===== src/rtl/cam_checker_pkg.sv =====
// Shared types for the CAM reference model: index/age widths, model entries and
// the expected-read record carried to the response cycle.
package cam_checker_pkg;

    localparam int CAM_SIZE  = 8;
    localparam int CAM_KEY_W = 16;
    localparam int CAM_VAL_W = 16;
    localparam int IDX_W     = (CAM_SIZE > 1) ? $clog2(CAM_SIZE) : 1;

    typedef logic [IDX_W-1:0] age_t;
    typedef logic [IDX_W-1:0] idx_t;
    typedef logic [IDX_W:0]   thresh_t;

    typedef struct packed {
        logic                 valid;
        logic [CAM_KEY_W-1:0] key;
        logic [CAM_VAL_W-1:0] val;
        age_t                 age;
    } entry_t;

    typedef struct packed {
        logic                 valid;
        logic                 hit;
        logic [CAM_VAL_W-1:0] val;
    } exp_t;

endpackage


===== src/rtl/cam_err_window.sv =====
// Scores an external error pulse stream against the checker's own mismatch stream
// inside a +/-RADIUS cycle window, with saturating false-positive/negative counters.
module cam_err_window
    import cam_checker_pkg::*;
#(
    parameter int RADIUS = 1,
    parameter int CNT_W  = 16
) (
    input  logic             clk,
    input  logic             rst_n,
    input  logic             mismatch_i,
    input  logic             ext_err_i,
    output logic [CNT_W-1:0] false_pos_o,
    output logic [CNT_W-1:0] false_neg_o
);

    localparam int WIN = 2*RADIUS + 1;
    localparam logic [CNT_W-1:0] CNT_MAX = {CNT_W{1'b1}};
    localparam logic [CNT_W-1:0] CNT_ONE = {{(CNT_W-1){1'b0}}, 1'b1};

    logic [WIN-1:0]   mis_win_s;
    logic [WIN-1:0]   err_win_s;
    logic             fp_ev_s;
    logic             fn_ev_s;
    logic [CNT_W-1:0] fp_r;
    logic [CNT_W-1:0] fn_r;

    function automatic logic [CNT_W-1:0] sat_inc(input logic [CNT_W-1:0] cnt);
        return (cnt == CNT_MAX) ? cnt : cnt + CNT_ONE;
    endfunction

    // Bit 0 of each window is the current cycle; bit RADIUS is the centre tap.
    generate
        if (RADIUS == 0) begin : g_nohist
            assign mis_win_s = mismatch_i;
            assign err_win_s = ext_err_i;
        end else begin : g_hist
            logic [2*RADIUS-1:0] mis_hist_r;
            logic [2*RADIUS-1:0] err_hist_r;

            // Shift the last 2*RADIUS cycles of both event streams
            always_ff @(posedge clk or negedge rst_n) begin
                if (!rst_n) begin
                    mis_hist_r <= '0;
                    err_hist_r <= '0;
                end else begin
                    mis_hist_r <= {mis_hist_r[2*RADIUS-2:0], mismatch_i};
                    err_hist_r <= {err_hist_r[2*RADIUS-2:0], ext_err_i};
                end
            end

            assign mis_win_s = {mis_hist_r, mismatch_i};
            assign err_win_s = {err_hist_r, ext_err_i};
        end
    endgenerate

    assign fn_ev_s = mis_win_s[RADIUS] && !(|err_win_s);
    assign fp_ev_s = err_win_s[RADIUS] && !(|mis_win_s);

    // Saturating scoring counters
    always_ff @(posedge clk or negedge rst_n) begin
        if (!rst_n) begin
            fp_r <= '0;
            fn_r <= '0;
        end else begin
            if (fp_ev_s) fp_r <= sat_inc(fp_r);
            if (fn_ev_s) fn_r <= sat_inc(fn_r);
        end
    end

    assign false_pos_o = fp_r;
    assign false_neg_o = fn_r;

endmodule


===== config.mk =====
export PLATFORM = sky130hd
export DESIGN_NAME = cam_err_window
export DESIGN_NICKNAME = d
export VERILOG_FILES = /design/src/rtl/cam_checker_pkg.sv /design/src/rtl/cam_err_window.sv
export SDC_FILE = /design/constraint.sdc
export NUM_CORES = 1
export LEC_CHECK = 0
export BUFFER_PORTS_ARGS = -buffer_cell sky130_fd_sc_hd__buf_2
export CORE_ASPECT_RATIO = 1.1
export CORE_UTILIZATION = 35
export CTS_CLUSTER_SIZE = 12
export DETAILED_ROUTE_END_ITERATION = 16
export GPL_ROUTABILITY_DRIVEN = 0
export GPL_TIMING_DRIVEN = 0
export PLACE_DENSITY_LB_ADDON = 0.3
export SLEW_MARGIN = 20
export SYNTH_ARGS = -nofsm -noshare
export SYNTH_HDL_FRONTEND = slang
export SYNTH_SLANG_ARGS = --single-unit

===== constraint.sdc =====
create_clock -name clk -period 4.8 [get_ports clk]
set_clock_uncertainty 0.1 [all_clocks]
set_input_delay 0.96 -clock clk [delete_from_list [all_inputs] [get_ports clk]]
set_output_delay 0.96 -clock clk [all_outputs]
set_load 0.02 [all_outputs]

==> results.txt, run 1 <==
----------------------------------------------------
[CTS]
  Clock Tree Root ... sky130_fd_sc_hd__clkbuf_8
  TritonCTS Sinks ... 36
  Clock Latency Late Sink ... between 0.2 and 0.3 ns
  CTS tree ... done
  Worst-path clk slew ... roughly 0.07 ns
  Number of setup buffers added after CTS ... 0
  Number of CTS-inserted buffers ... 5
  Clock buffer depth ... 2
  Quantity of hold-fixing buffers added after cts ... 0
  Post-CTS Resized ... 0
  # H-tree levels ... 2

[Route]
  Vias ... 1313
  Total iterations of the first detailed-routing run ... 4
  Drt first-iter violations ... 75
  Vias per Instance ... ~5.3
  Post-route DRC ... 0
  Drt wl/cell ... roughly 13 um
  Count of antenna-violating nets left after detailed routing ... 0
  Drt total wl ... between 3 and 4 mm

[Setup path]
  Critical path's largest stage delay ... approximately 0.57 ns
  Cells along the critical path ... buf_2 -> or4b_4 -> nor4_1 -> and4bb_1 -> xor2_1
  Critical path endpoint category ... register
  Bufs and invs on worst path ... 1
  Arrival time worst endpoint ... roughly 2.6 ns
  Required time of the worst setup path ... between 4 and 5 ns
  Crit path max fanout ... 3
  Top delay family on crit path ... simple AND/OR/NAND/NOR gates
  Slowest stage cell on the critical path ... sky130_fd_sc_hd__nor4_1
  Startpoint-to-endpoint class of the critical path ... in2reg
  Critical Path Start Type ... input port
  Reg-to-reg setup timing slack ... 2.65 ns

[Logic synthesis]
  Average size of a mapped cell ... around 11 sq um
  Most used standard cell by instance count after synthesis ... sky130_fd_sc_hd__dfrtp_1
  Synth async-reset ratio ... 100%
  Syn Inst Count ... 150
  Area share of the largest cell type after synthesis ... approximately 53%
  Number of distinct library cell variants in the gate-level netlist after synthesis ... 30
  Nets in the synthesized netlist ... approximately 160
  Total of flip-flops plus latches after synthesis ... 36
  Cell taking the most area after synthesis ... sky130_fd_sc_hd__dfrtp_1
  Sequential fraction of the synthesis area ... between 50% and 60%
  Commonest register cell after synthesis ... sky130_fd_sc_hd__dfrtp_1
  Count of warnings emitted by yosys ... 0
  Cell types occupying the most area after synthesis ... sky130_fd_sc_hd__dfrtp_1 53%, sky130_fd_sc_hd__xor2_1 9.8%, sky130_fd_sc_hd__nand4_1 3.7%
  Number of enable flip-flop cells after synthesis ... 0
  Most frequent cells after synthesis ... 36 x sky130_fd_sc_hd__dfrtp_1, 19 x sky130_fd_sc_hd__xor2_1, 11 x sky130_fd_sc_hd__nand2_1
  Area of the mapped netlist ... 1700 sq um

[STA]
  Actual slew at the worst max-slew pin ... 0.789 ns
  PnR worst setup slack ... approximately 2.3 ns
  Setup repair after global routing missed its margin ... no
  Final critical-path required period ... ~2.5 ns
  Sum Neg Setup Slack ... 0 ns
  Maximum operating frequency ... approximately 400 MHz
  Final cycle utilization of the critical path ... 52.1%
  Normalized max-slew margin ... between 40 and 50%
  Final hold slack ... approximately 0.34 ns
  Final hold violations ... 0
  Setup Viol. Count Final ... 0
  Fin. max-slew vios ... 0

[Floorplan]
  Starting Density ... a little over a third
  Vertical die dimension ... 75.1 um
  Die W ... between 60 and 70 um
  Placeable core region ... 4650 sq um
  Number of placed I/O pins ... 36
  Die area ... between 5000 and 6000 sq um
  Floorplan row count ... 26

[Finish]
  Total number of nets in the final design ... 198
  Number of fillers in the final layout ... 449
  Fraction of final layout cells sized beyond drive strength 1 ... roughly a quarter
  Antenna fix cells ... 0
  Post-Route Utilization ... 43.8%
  Layout overhead on the synthesized area ... 19.7%

[Global routing]
  Remaining Overflow, GRT ... 0
  Wire length of the first global-routing pass ... between 5 and 6 mm
  Number of global-route vias before repair ... 1220
  Number of antenna violations at the first check in global routing ... 0
  Largest net degree at the start of global routing ... 37
  GRT Resource Usage Total ... 14.6%

[Power]
  Share of total power in combinational logic ... around 18%
  Total Power ... around 0.72 mW
  Worst IR Drop VDD ... about 0.22 mV
  Power per Cell Area ... around 350 nW/um^2
  Power spent charging and discharging nets ... roughly 0.22 mW
  Proportion of power drawn by flip-flops and latches ... around 52%
  Switching power as a share of total power ... between 30% and 40%
  P_int ... 0.500 mW
  Clk pwr share ... 30.4%
  Lkg Pwr ... about 1.0 nW

[Worst hold path]
  Worst min path class ... reg2reg

[Placement]
  Number of I/O port buffers ... 35
  Placed wire-length estimate ... roughly 2.4 mm
  Post-Place Worst Slack ... between 2 and 2.5 ns

[Run status]
  Outcome ... finished, final reports clean

[Flow run]
  Max capacitance violation total ... 0

----------------------------------------------------
-- registers in the layout, summed over array words and instances, names as in the netlist --
signal and flops:
g_hist.mis_hist_r 2, false_pos_o 16, g_hist.err_hist_r 2, false_neg_o 16
-- final timing paths --
check	start	end	cells past startpoint
setup / recovery	ext_err_i	false_neg_o[11]	5
hold / removal	g_hist.err_hist_r[0]	g_hist.err_hist_r[1]	0
setup reg to reg	g_hist.err_hist_r[0]	false_neg_o[11]	4
hold reg to reg	g_hist.err_hist_r[0]	g_hist.err_hist_r[1]	0
max in group asynchronous	rst_n	false_pos_o[7]	1
min in group asynchronous	rst_n	false_neg_o[7]	1
-- worst reg2reg max path, cell delays in order (launching register included) --
cell                       delay [ns]
sky130_fd_sc_hd__dfrtp_1         0.41
sky130_fd_sc_hd__or4b_4          0.56
sky130_fd_sc_hd__nor4_1          0.57
sky130_fd_sc_hd__and4bb_1        0.30
sky130_fd_sc_hd__xor2_1          0.14
-- cell families (layout without fill, tap and decap cells) --
| kind of cell | count (synthesis) | count (layout) | synth area share (%) |
|---|---|---|---|
| adder cells (fa/ha/maj) | 2 | 2 | 1.47 |
| multiplexers | 4 | 4 | 2.65 |
| XOR/XNOR | 22 | 22 | 11.3 |
| AO/OA/AOI/OAI | 8 | 8 | 2.50 |
| buffers and inverters | 1 | 44 | 0.221 |
| AND/OR/NAND/NOR | 77 | 77 | 28.8 |
| flip-flops | 36 | 36 | 53.0 |
-- final cells by class --
class | count | area [sq um] | share of cell area, %
Multi-Input combinational cell | 113 | 796 | 39.1
Clock buffer | 8 | 90.1 | 4.43
Timing Repair Buffer | 35 | 175 | 8.60
Sequential cell | 36 | 901 | 44.3
Tap cell | 56 | 70.1 | 3.44
Inverter | 1 | 3.75 | 0.184
-- power by group through the flow --
stage	logic (mW)	registers [mW]	clock network, mW
floorplan	0.0435	0.410	0
global placement	0.126	0.378	0
detailed placement	0.129	0.378	0
CTS	0.129	0.373	0.226
global route	0.140	0.379	0.235
finish	0.127	0.373	0.218
-- per-layer routing --
| layer | global-route usage [%] | vias up | part of all wire [%] | wire, um |
|---|---|---|---|---|
| li1 | - | 642 | - | - |
| met3 | 4.70 | 6 | 5.2 | 175 |
| met5 | 0 | - | 0 | 0 |
| met1 | 18.3 | 629 | 48 | 1590 |
| met2 | 24.1 | 36 | 46 | 1540 |
| met4 | 3.70 | 0 | 0.93 | 31 |
-- stage by stage --
| step | area (sq um) | std cells |
|---|---|---|
| 2_1_floorplan | 1700 | 150 |
| 3_3_place_gp | 1950 | 241 |
| 3_5_place_dp | 1950 | 241 |
| 4_1_cts | 2040 | 249 |
| 5_1_grt | 2040 | 249 |
| 6_report | 2040 | 249 |
-- cell usage in the layout (no fill, tap or decap), drive strengths merged, types with 2 or more instances in the layout --
master  instances
nand4          10
xor2           19
mux2            4
dfrtp          36
buf            35
nor3            7
nor4           11
nor4b           5
or3             3
o21ai           4
a21oi           3
and4            3
nand3           8
xnor2           3
ha              2
nor2            9
nand2          11
clkbuf          8
(Power assumes the default switching activity.)
==> run 2: changes to the inputs <==
--- a/config.mk
+++ b/config.mk
@@ -5,6 +5,7 @@
 export SDC_FILE = /design/constraint.sdc
 export NUM_CORES = 1
 export LEC_CHECK = 0
+export ABC_AREA = 1
 export BUFFER_PORTS_ARGS = -buffer_cell sky130_fd_sc_hd__buf_2
 export CORE_ASPECT_RATIO = 1.1
 export CORE_UTILIZATION = 35
==> constraint.sdc (replaced) <==
create_clock -name clk -period 2.3 [get_ports clk]
set_clock_uncertainty 0.1 [all_clocks]
set_input_delay 0.46 -clock clk [delete_from_list [all_inputs] [get_ports clk]]
set_output_delay 0.46 -clock clk [all_outputs]
set_load 0.02 [all_outputs]
==> run 2 against run 1 <==
- highest routed layer unchanged
- routed wire length is 44% higher
- register-to-register slack worse by 2.2 ns
- sequential cell count stayed put
- sequential power is 120% higher
- total power is 130% higher
- combinational power grew to 3.0 times the previous value
- count of clock-buffer cells in the layout is 2 lower
- non-clock buffer count is 2 higher
- area after synthesis is 27% higher
- via count is 50% higher
- first-iteration DRC count is 5.3% higher
- utilization is 0.69 points lower
==> results.txt, run 2 <==
----------------------------------------------------
[Logic synthesis]
  Nets in the synthesized netlist ... 308 (+97%)
  Cell taking the most area after synthesis ... sky130_fd_sc_hd__dfrtp_1
  Syn Inst Count ... 302 (+100%)
  Most frequent cells after synthesis ... 122 x sky130_fd_sc_hd__nand2_1, 36 x sky130_fd_sc_hd__dfrtp_1, 35 x sky130_fd_sc_hd__nor2_1
  Number of enable flip-flop cells after synthesis ... 0 (unchanged)
  Synth async-reset ratio ... 100% (unchanged)
  Count of warnings emitted by yosys ... 0 (unchanged)
  Commonest register cell after synthesis ... sky130_fd_sc_hd__dfrtp_1
  Number of distinct library cell variants in the gate-level netlist after synthesis ... 19 (-37%)
  Area share of the largest cell type after synthesis ... 41.9% (-11 points)
  Area of the mapped netlist ... 2150 sq um (+27%)
  Sequential fraction of the synthesis area ... 41.9% (-11 points)
  Cell types occupying the most area after synthesis ... sky130_fd_sc_hd__dfrtp_1 42%, sky130_fd_sc_hd__nand2_1 21%, sky130_fd_sc_hd__nor2_1 6.1%
  Average size of a mapped cell ... 7.13 sq um (-37%)
  Most used standard cell by instance count after synthesis ... sky130_fd_sc_hd__nand2_1
  Total of flip-flops plus latches after synthesis ... 36 (unchanged)

[CTS]
  Clock Latency Late Sink ... 0.29 ns (about the same)
  Number of setup buffers added after CTS ... 0 (unchanged)
  # H-tree levels ... 2 (unchanged)
  Clock buffer depth ... 2 (unchanged)
  Clock Tree Root ... sky130_fd_sc_hd__clkbuf_8
  Quantity of hold-fixing buffers added after cts ... 0 (unchanged)
  CTS tree ... done
  TritonCTS Sinks ... 36 (unchanged)
  Worst-path clk slew ... 0.08 ns (about the same)
  Post-CTS Resized ... 0 (unchanged)
  Number of CTS-inserted buffers ... 5 (unchanged)

[Flow run]
  Max capacitance violation total ... 0 (unchanged)

[Power]
  Clk pwr share ... 28.5% (-1.9 points)
  Switching power as a share of total power ... 35.5% (+5.2 points)
  Proportion of power drawn by flip-flops and latches ... 48.5% (-3.4 points)
  Power spent charging and discharging nets ... 0.597 mW (+170%)
  Lkg Pwr ... 1.25 nW (+20%)
  P_int ... 1.08 mW (+120%)
  Share of total power in combinational logic ... 22.9% (+5.2 points)
  Worst IR Drop VDD ... 0.379 mV (+70%)
  Power per Cell Area ... 667 nW/um^2 (+89%)

[Global routing]
  Number of global-route vias before repair ... 1834 (+50%)
  Wire length of the first global-routing pass ... 8.40 mm (+49%)
  Largest net degree at the start of global routing ... 37 (unchanged)
  Remaining Overflow, GRT ... 0 (unchanged)
  GRT Resource Usage Total ... 16.1% (+1.5 points)
  Number of antenna violations at the first check in global routing ... 0 (unchanged)

[Placement]
  Placed Instance Area ... 2420 sq um (+25%)
  Placed wire-length estimate ... 3.54 mm (+49%)
  Number of I/O port buffers ... 35 (unchanged)

[STA]
  Final cycle utilization of the critical path ... 79.6%
  Maximum operating frequency ... approximately 550 MHz
  Normalized max-slew margin ... 44.7% (-2.7 points)
  Actual slew at the worst max-slew pin ... 0.830 ns (+0.0412 ns)
  Setup repair after global routing missed its margin ... no
  Final hold violations ... 0 (unchanged)
  Final critical-path required period ... between 1.5 and 2 ns
  Final hold slack ... 0.159 ns (-0.184 ns)
  Setup Viol. Count Final ... 0 (unchanged)
  Fin. max-slew vios ... 0 (unchanged)
  Sum Neg Setup Slack ... 0 ns (unchanged)

[Setup path]
  Critical path endpoint category ... register
  Required time of the worst setup path ... 2.39 ns (-2.52 ns)
  Cells along the critical path ... ha_1 -> nand3_2 -> inv_2 -> nand2_2 -> nor2_4 -> nor2_4 -> buf_6 -> nand2_1 -> nand2_1
  Critical path's largest stage delay ... 0.46 ns (-0.11 ns)
  Crit path max fanout ... 10 (+7)
  Critical Path Start Type ... register
  Startpoint-to-endpoint class of the critical path ... reg2reg
  Slowest stage cell on the critical path ... sky130_fd_sc_hd__dfrtp_1
  Arrival time worst endpoint ... 1.92 ns (-0.69 ns)

[Floorplan]
  Die area ... 6470 sq um (+26%)
  Floorplan row count ... 29 (+12%)
  Die W ... 76.8 um (+12%)
  Starting Density ... 36.8% (+0.29 points)
  Vertical die dimension ... 84.2 um (+12%)
  Placeable core region ... 5840 sq um (+26%)
  Number of placed I/O pins ... 36 (unchanged)

[Route]
  Vias per Instance ... 4.66 (-12%)
  Count of antenna-violating nets left after detailed routing ... 0 (unchanged)
  Post-route DRC ... 0 (unchanged)
  Drt total wl ... 4.79 mm (+44%)
  Drt wl/cell ... 11.3 um (-15%)
  Drt first-iter violations ... 79 (+5.3%)
  Vias ... 1967 (+50%)
  Total iterations of the first detailed-routing run ... 4 (unchanged)

[Finish]
  Most common library cell in the layout ignoring fill and taps ... sky130_fd_sc_hd__nand2_1
  Fraction of final layout cells sized beyond drive strength 1 ... 20.3% (-5.6 points)
  Post-Layout Inst Area ... 2520 sq um (+24%)
  Layout overhead on the synthesized area ... 16.9%
  Post-Route Utilization ... 43.1% (-0.69 points)
  Total number of nets in the final design ... 350 (+77%)
  Antenna fix cells ... 0 (unchanged)
  Commonest cells after routing, fill and taps aside ... 122 x sky130_fd_sc_hd__nand2_1, 36 x sky130_fd_sc_hd__dfrtp_1, 35 x sky130_fd_sc_hd__nor2_1, 35 x sky130_fd_sc_hd__buf_2, 31 x sky130_fd_sc_hd__inv_1

[Worst hold path]
  Worst min path class ... in2async

[Run status]
  Outcome ... finished, final reports clean

----------------------------------------------------
## run 2: critical path: cells and delay by family, from the launching register on
kind | cells | cell delay, ns
buffers and inverters | 2 | 0.26
adder cells (fa/ha/maj) | 1 | 0.35
AND/OR/NAND/NOR | 6 | 0.55
flip-flops | 1 | 0.46
## run 2: final timing paths
| kind | startpoint | to | slack, ns | cells after the start |
|---|---|---|---|---|
| max | false_pos_o[0] | false_pos_o[13] | 0.47 | 9 |
| min | rst_n | false_pos_o[2] | 0.16 | 1 |
| max reg2reg | false_pos_o[0] | false_pos_o[13] | 0.47 | 9 |
| min reg2reg | g_hist.err_hist_r[0] | g_hist.err_hist_r[1] | 0.32 | 0 |
| max in group asynchronous | rst_n | g_hist.err_hist_r[1] | 1.41 | 1 |
| min in group clk | mismatch_i | g_hist.mis_hist_r[0] | 0.19 | 1 |
## run 2: cells by family (layout without fill, tap and decap cells)
family	Yosys count	in the layout	share of synthesized area (%)
xor gates and xnor gates	11	11	4.48
buffers and inverters	36	79	6.98
adders and majority gates	2	2	1.16
AOI/OAI and AO/OA	16	16	5.12
DFF	36	36	41.9
and+or+nand+nor	201	201	40.4
## run 2: cell type report
class,count,area [sq um]
multi-input combinational,230,1100
tap,77,96.3
buffer,2,22.5
fill,617,3330
timing repair buffer,35,175
clock buffer,6,82.6
clock inverter,2,10.0
sequential,36,901
inverter,34,128
## run 2: metrics by stage
step / power [mW] / cells / setup WS (ns)
floorplan: 1.08 / 302 / 0.587
global placement: 1.21 / 414 / 0.503
detailed placement: 1.21 / 414 / 0.476
CTS: 1.69 / 422 / 0.463
global route: 1.77 / 422 / 0.314
finish: 1.68 / 422 / 0.470
## run 2: power by group through the flow
stage	clock, mW	sequential, mW	combinational, mW
after floorplan	0	0.888	0.188
after global placement	0	0.824	0.382
after detailed placement	0	0.824	0.389
after CTS	0.489	0.813	0.389
after global routing	0.510	0.828	0.434
final	0.479	0.815	0.385
## run 2: metal layers
layer  vias to the layer above  track usage [%]  share of wire (%)  routed length, um
met5                         -                0                  0                  0
met3                         7             4.35                4.6                221
met1                       884             21.0                 48               2310
li1                       1028                -                  -                  -
met4                         0             3.85                1.1                 55
met2                        48             26.4                 46               2200
==> run 3: changes to the inputs <==
==> constraint.sdc (replaced) <==
create_clock -name clk -period 1.7 [get_ports clk]
set_clock_uncertainty 0.1 [all_clocks]
set_input_delay 0.34 -clock clk [delete_from_list [all_inputs] [get_ports clk]]
set_output_delay 0.34 -clock clk [all_outputs]
set_load 0.02 [all_outputs]
==> run 3 against run 2 <==
- count of clock-buffer cells in the layout grew 1
- routed wire length grew 1.8%
- sequential power grew 37%
==> results.txt, run 3 (synthesis results as in run 2) <==
----------------------------------------------------
[Placement]
  Post-Place Worst Slack ... -0.0580 ns (-0.534 ns)
  Number of I/O port buffers ... 35 (unchanged)
  Placed wire-length estimate ... 3.60 mm (+1.8%)

[CTS]
  Clock Tree Root ... sky130_fd_sc_hd__clkbuf_8
  TritonCTS Sinks ... 36 (unchanged)
  # H-tree levels ... 2 (unchanged)
  CTS tree ... done
  Clock buffer depth ... 2 (unchanged)
  Worst-path clk slew ... 0.07 ns (about the same)
  Clock Latency Late Sink ... 0.29 ns (about the same)
  Number of CTS-inserted buffers ... 5 (unchanged)

[Setup path]
  Critical path's largest stage delay ... 0.45 ns (about the same)
  Most used cell along the critical path ... sky130_fd_sc_hd__nand2_1
  Required time of the worst setup path ... 1.78 ns (-0.61 ns)
  Slowest stage cell on the critical path ... sky130_fd_sc_hd__dfrtp_2
  Cells along the critical path ... ha_4 -> nand3_2 -> inv_2 -> nand2_1 -> nor2_2 -> nor2_2 -> inv_2 -> nand2_1 -> nand2_1
  Arrival time worst endpoint ... 1.66 ns (-0.26 ns)
  Top delay family on crit path ... simple AND/OR/NAND/NOR gates
  Beginning of the critical path ... false_neg_o[0]
  Critical R2R Launch ... false_neg_o[0]
  Critical Path Start Type ... register
  Crit path max fanout ... 8 (-2)
  Startpoint-to-endpoint class of the critical path ... reg2reg
  Bufs and invs on worst path ... 2 (unchanged)
  Critical path endpoint category ... register

[STA]
  Actual slew at the worst max-slew pin ... 0.825 ns (-0.00541 ns)
  Final hold violations ... 0 (unchanged)
  Setup Viol. Count Final ... 0 (unchanged)
  Final cycle utilization of the critical path ... 93.0% (+13 points)
  Maximum operating frequency ... 633 MHz (+16%)
  Fin. max-slew vios ... 0 (unchanged)
  Setup repair after global routing missed its margin ... yes
  Normalized max-slew margin ... 45.0% (+0.36 points)
  Final critical-path required period ... 1.58 ns (-0.249 ns)
  PnR worst setup slack ... 0.119 ns (-0.351 ns)

[Finish]
  Post-Route Utilization ... 43.7% (+0.62 points)
  Sequential Area ... 908 sq um (+0.83%)
  Total number of nets in the final design ... 351 (+0.29%)
  Commonest cells after routing, fill and taps aside ... 122 x sky130_fd_sc_hd__nand2_1, 35 x sky130_fd_sc_hd__buf_2, 34 x sky130_fd_sc_hd__nor2_1
  Number of fillers in the final layout ... 628 (+1.8%)
  Layout overhead on the synthesized area ... 18.6%
  Combined area of the multi-input logic cells ... 1130 sq um (+3.0%)
  Antenna fix cells ... 0 (unchanged)
  Fraction of final layout cells sized beyond drive strength 1 ... 22.8% (+2.5 points)
  Most common library cell in the layout ignoring fill and taps ... sky130_fd_sc_hd__nand2_1

[Route]
  Drt first-iter violations ... 101 (+28%)
  Vias ... 2001 (+1.7%)
  Drt wl/cell ... 11.5 um (+1.5%)
  Uppermost layer routed ... met4
  Drt total wl ... 4.87 mm (+1.8%)
  Count of antenna-violating nets left after detailed routing ... 0 (unchanged)
  Wire length on met1 ... 2.19 mm (-5.3%)
  Post-route DRC ... 0 (unchanged)
  Routed wl met3 ... 267 um (+21%)
  Met2 routed WL ... 2.32 mm (+5.5%)
  Total iterations of the first detailed-routing run ... 5 (+1)
  Vias per Instance ... 4.73 (+1.5%)

[Floorplan]
  Floorplan row count ... 29 (unchanged)
  Number of placed I/O pins ... 36 (unchanged)
  Die area ... 6470 sq um (unchanged)
  Vertical die dimension ... 84.2 um (unchanged)
  Placeable core region ... 5840 sq um (unchanged)
  Die W ... 76.8 um (unchanged)
  Starting Density ... 36.8% (unchanged)

[Global routing]
  Remaining Overflow, GRT ... 0 (unchanged)
  Largest net degree at the start of global routing ... 37 (unchanged)
  Wire length of the first global-routing pass ... 8.49 mm (+0.99%)
  Number of antenna violations at the first check in global routing ... 0 (unchanged)
  GRT Resource Usage Total ... 16.4% (+0.32 points)
  Number of global-route vias before repair ... 1852 (+0.98%)

[Power]
  Worst IR Drop VDD ... 0.592 mV (+56%)
  Lkg Pwr ... 1.23 nW (-1.0%)
  Total Power ... 2.29 mW (+36%)
  Power per Cell Area ... 898 nW/um^2 (+35%)

[Flow run]
  Max capacitance violation total ... 0 (unchanged)

[Worst hold path]
  Worst min path class ... in2async

[Run status]
  Outcome ... finished, final reports clean

----------------------------------------------------
-- run 3: changes by cell type in the layout (fill, tap and decap cells not counted), sizes merged --
cell    change
buf         +1
clkinv      -1
clkbuf      +1
-- run 3: repair_timing --
| action | CTS | global route |
|---|---|---|
| hold endpoints to repair | 0 | 0 |
| setup endpoints to repair | 10 | 20 |
| hold buffers | 0 | 0 |
| pin swaps | 0 | 0 |
| buffers inserted | 0 | 1 |
| gates resized for setup | 2 | 9 |
-- run 3: worst paths after layout --
check | end | slack, ns | depth (start not counted)
setup / recovery | false_neg_o[0] | 0.12 | 9
hold / removal | false_pos_o[3] | 0.04 | 1
setup reg to reg | false_neg_o[0] | 0.12 | 9
hold reg to reg | g_hist.err_hist_r[1] | 0.32 | 0
max in group asynchronous | false_neg_o[0] | 0.89 | 1
min in group clk | g_hist.mis_hist_r[0] | 0.06 | 1
-- run 3: where the power goes --
part	switching (mW)	internal (mW)
combinational	0.347	0.222
sequential	0.155	0.964
clock	0.315	0.288
-- run 3: stage by stage --
step / TNS [ns] / instances / instance area, sq um / hold slack [ns]
after floorplan: 0 / 302 / 2150 / -0.0556
after global placement: -0.0581 / 414 / 2420 / 0.301
after detailed placement: -0.238 / 414 / 2420 / 0.305
after CTS: 0 / 422 / 2520 / 0.0534
after global routing: -0.0976 / 423 / 2550 / 0.0558
final: 0 / 423 / 2550 / 0.0387
-- run 3: layout make-up --
type                       count  area share, %
buffer                         2          0.882
clock buffer                   7           2.99
clock inverter                 1          0.196
inverter                      34           5.00
multi-input combinational    230           44.4
sequential                    36           35.6
tap                           77           3.77
timing repair buffer          36           7.16
-- run 3: layer usage --
| layer | vias up | GRT usage [%] |
|---|---|---|
| met5 | - | 0 |
| met1 | 900 | 20.6 |
| met4 | 0 | 5.94 |
| met2 | 59 | 27.5 |
| li1 | 1030 | - |
| met3 | 12 | 3.70 |
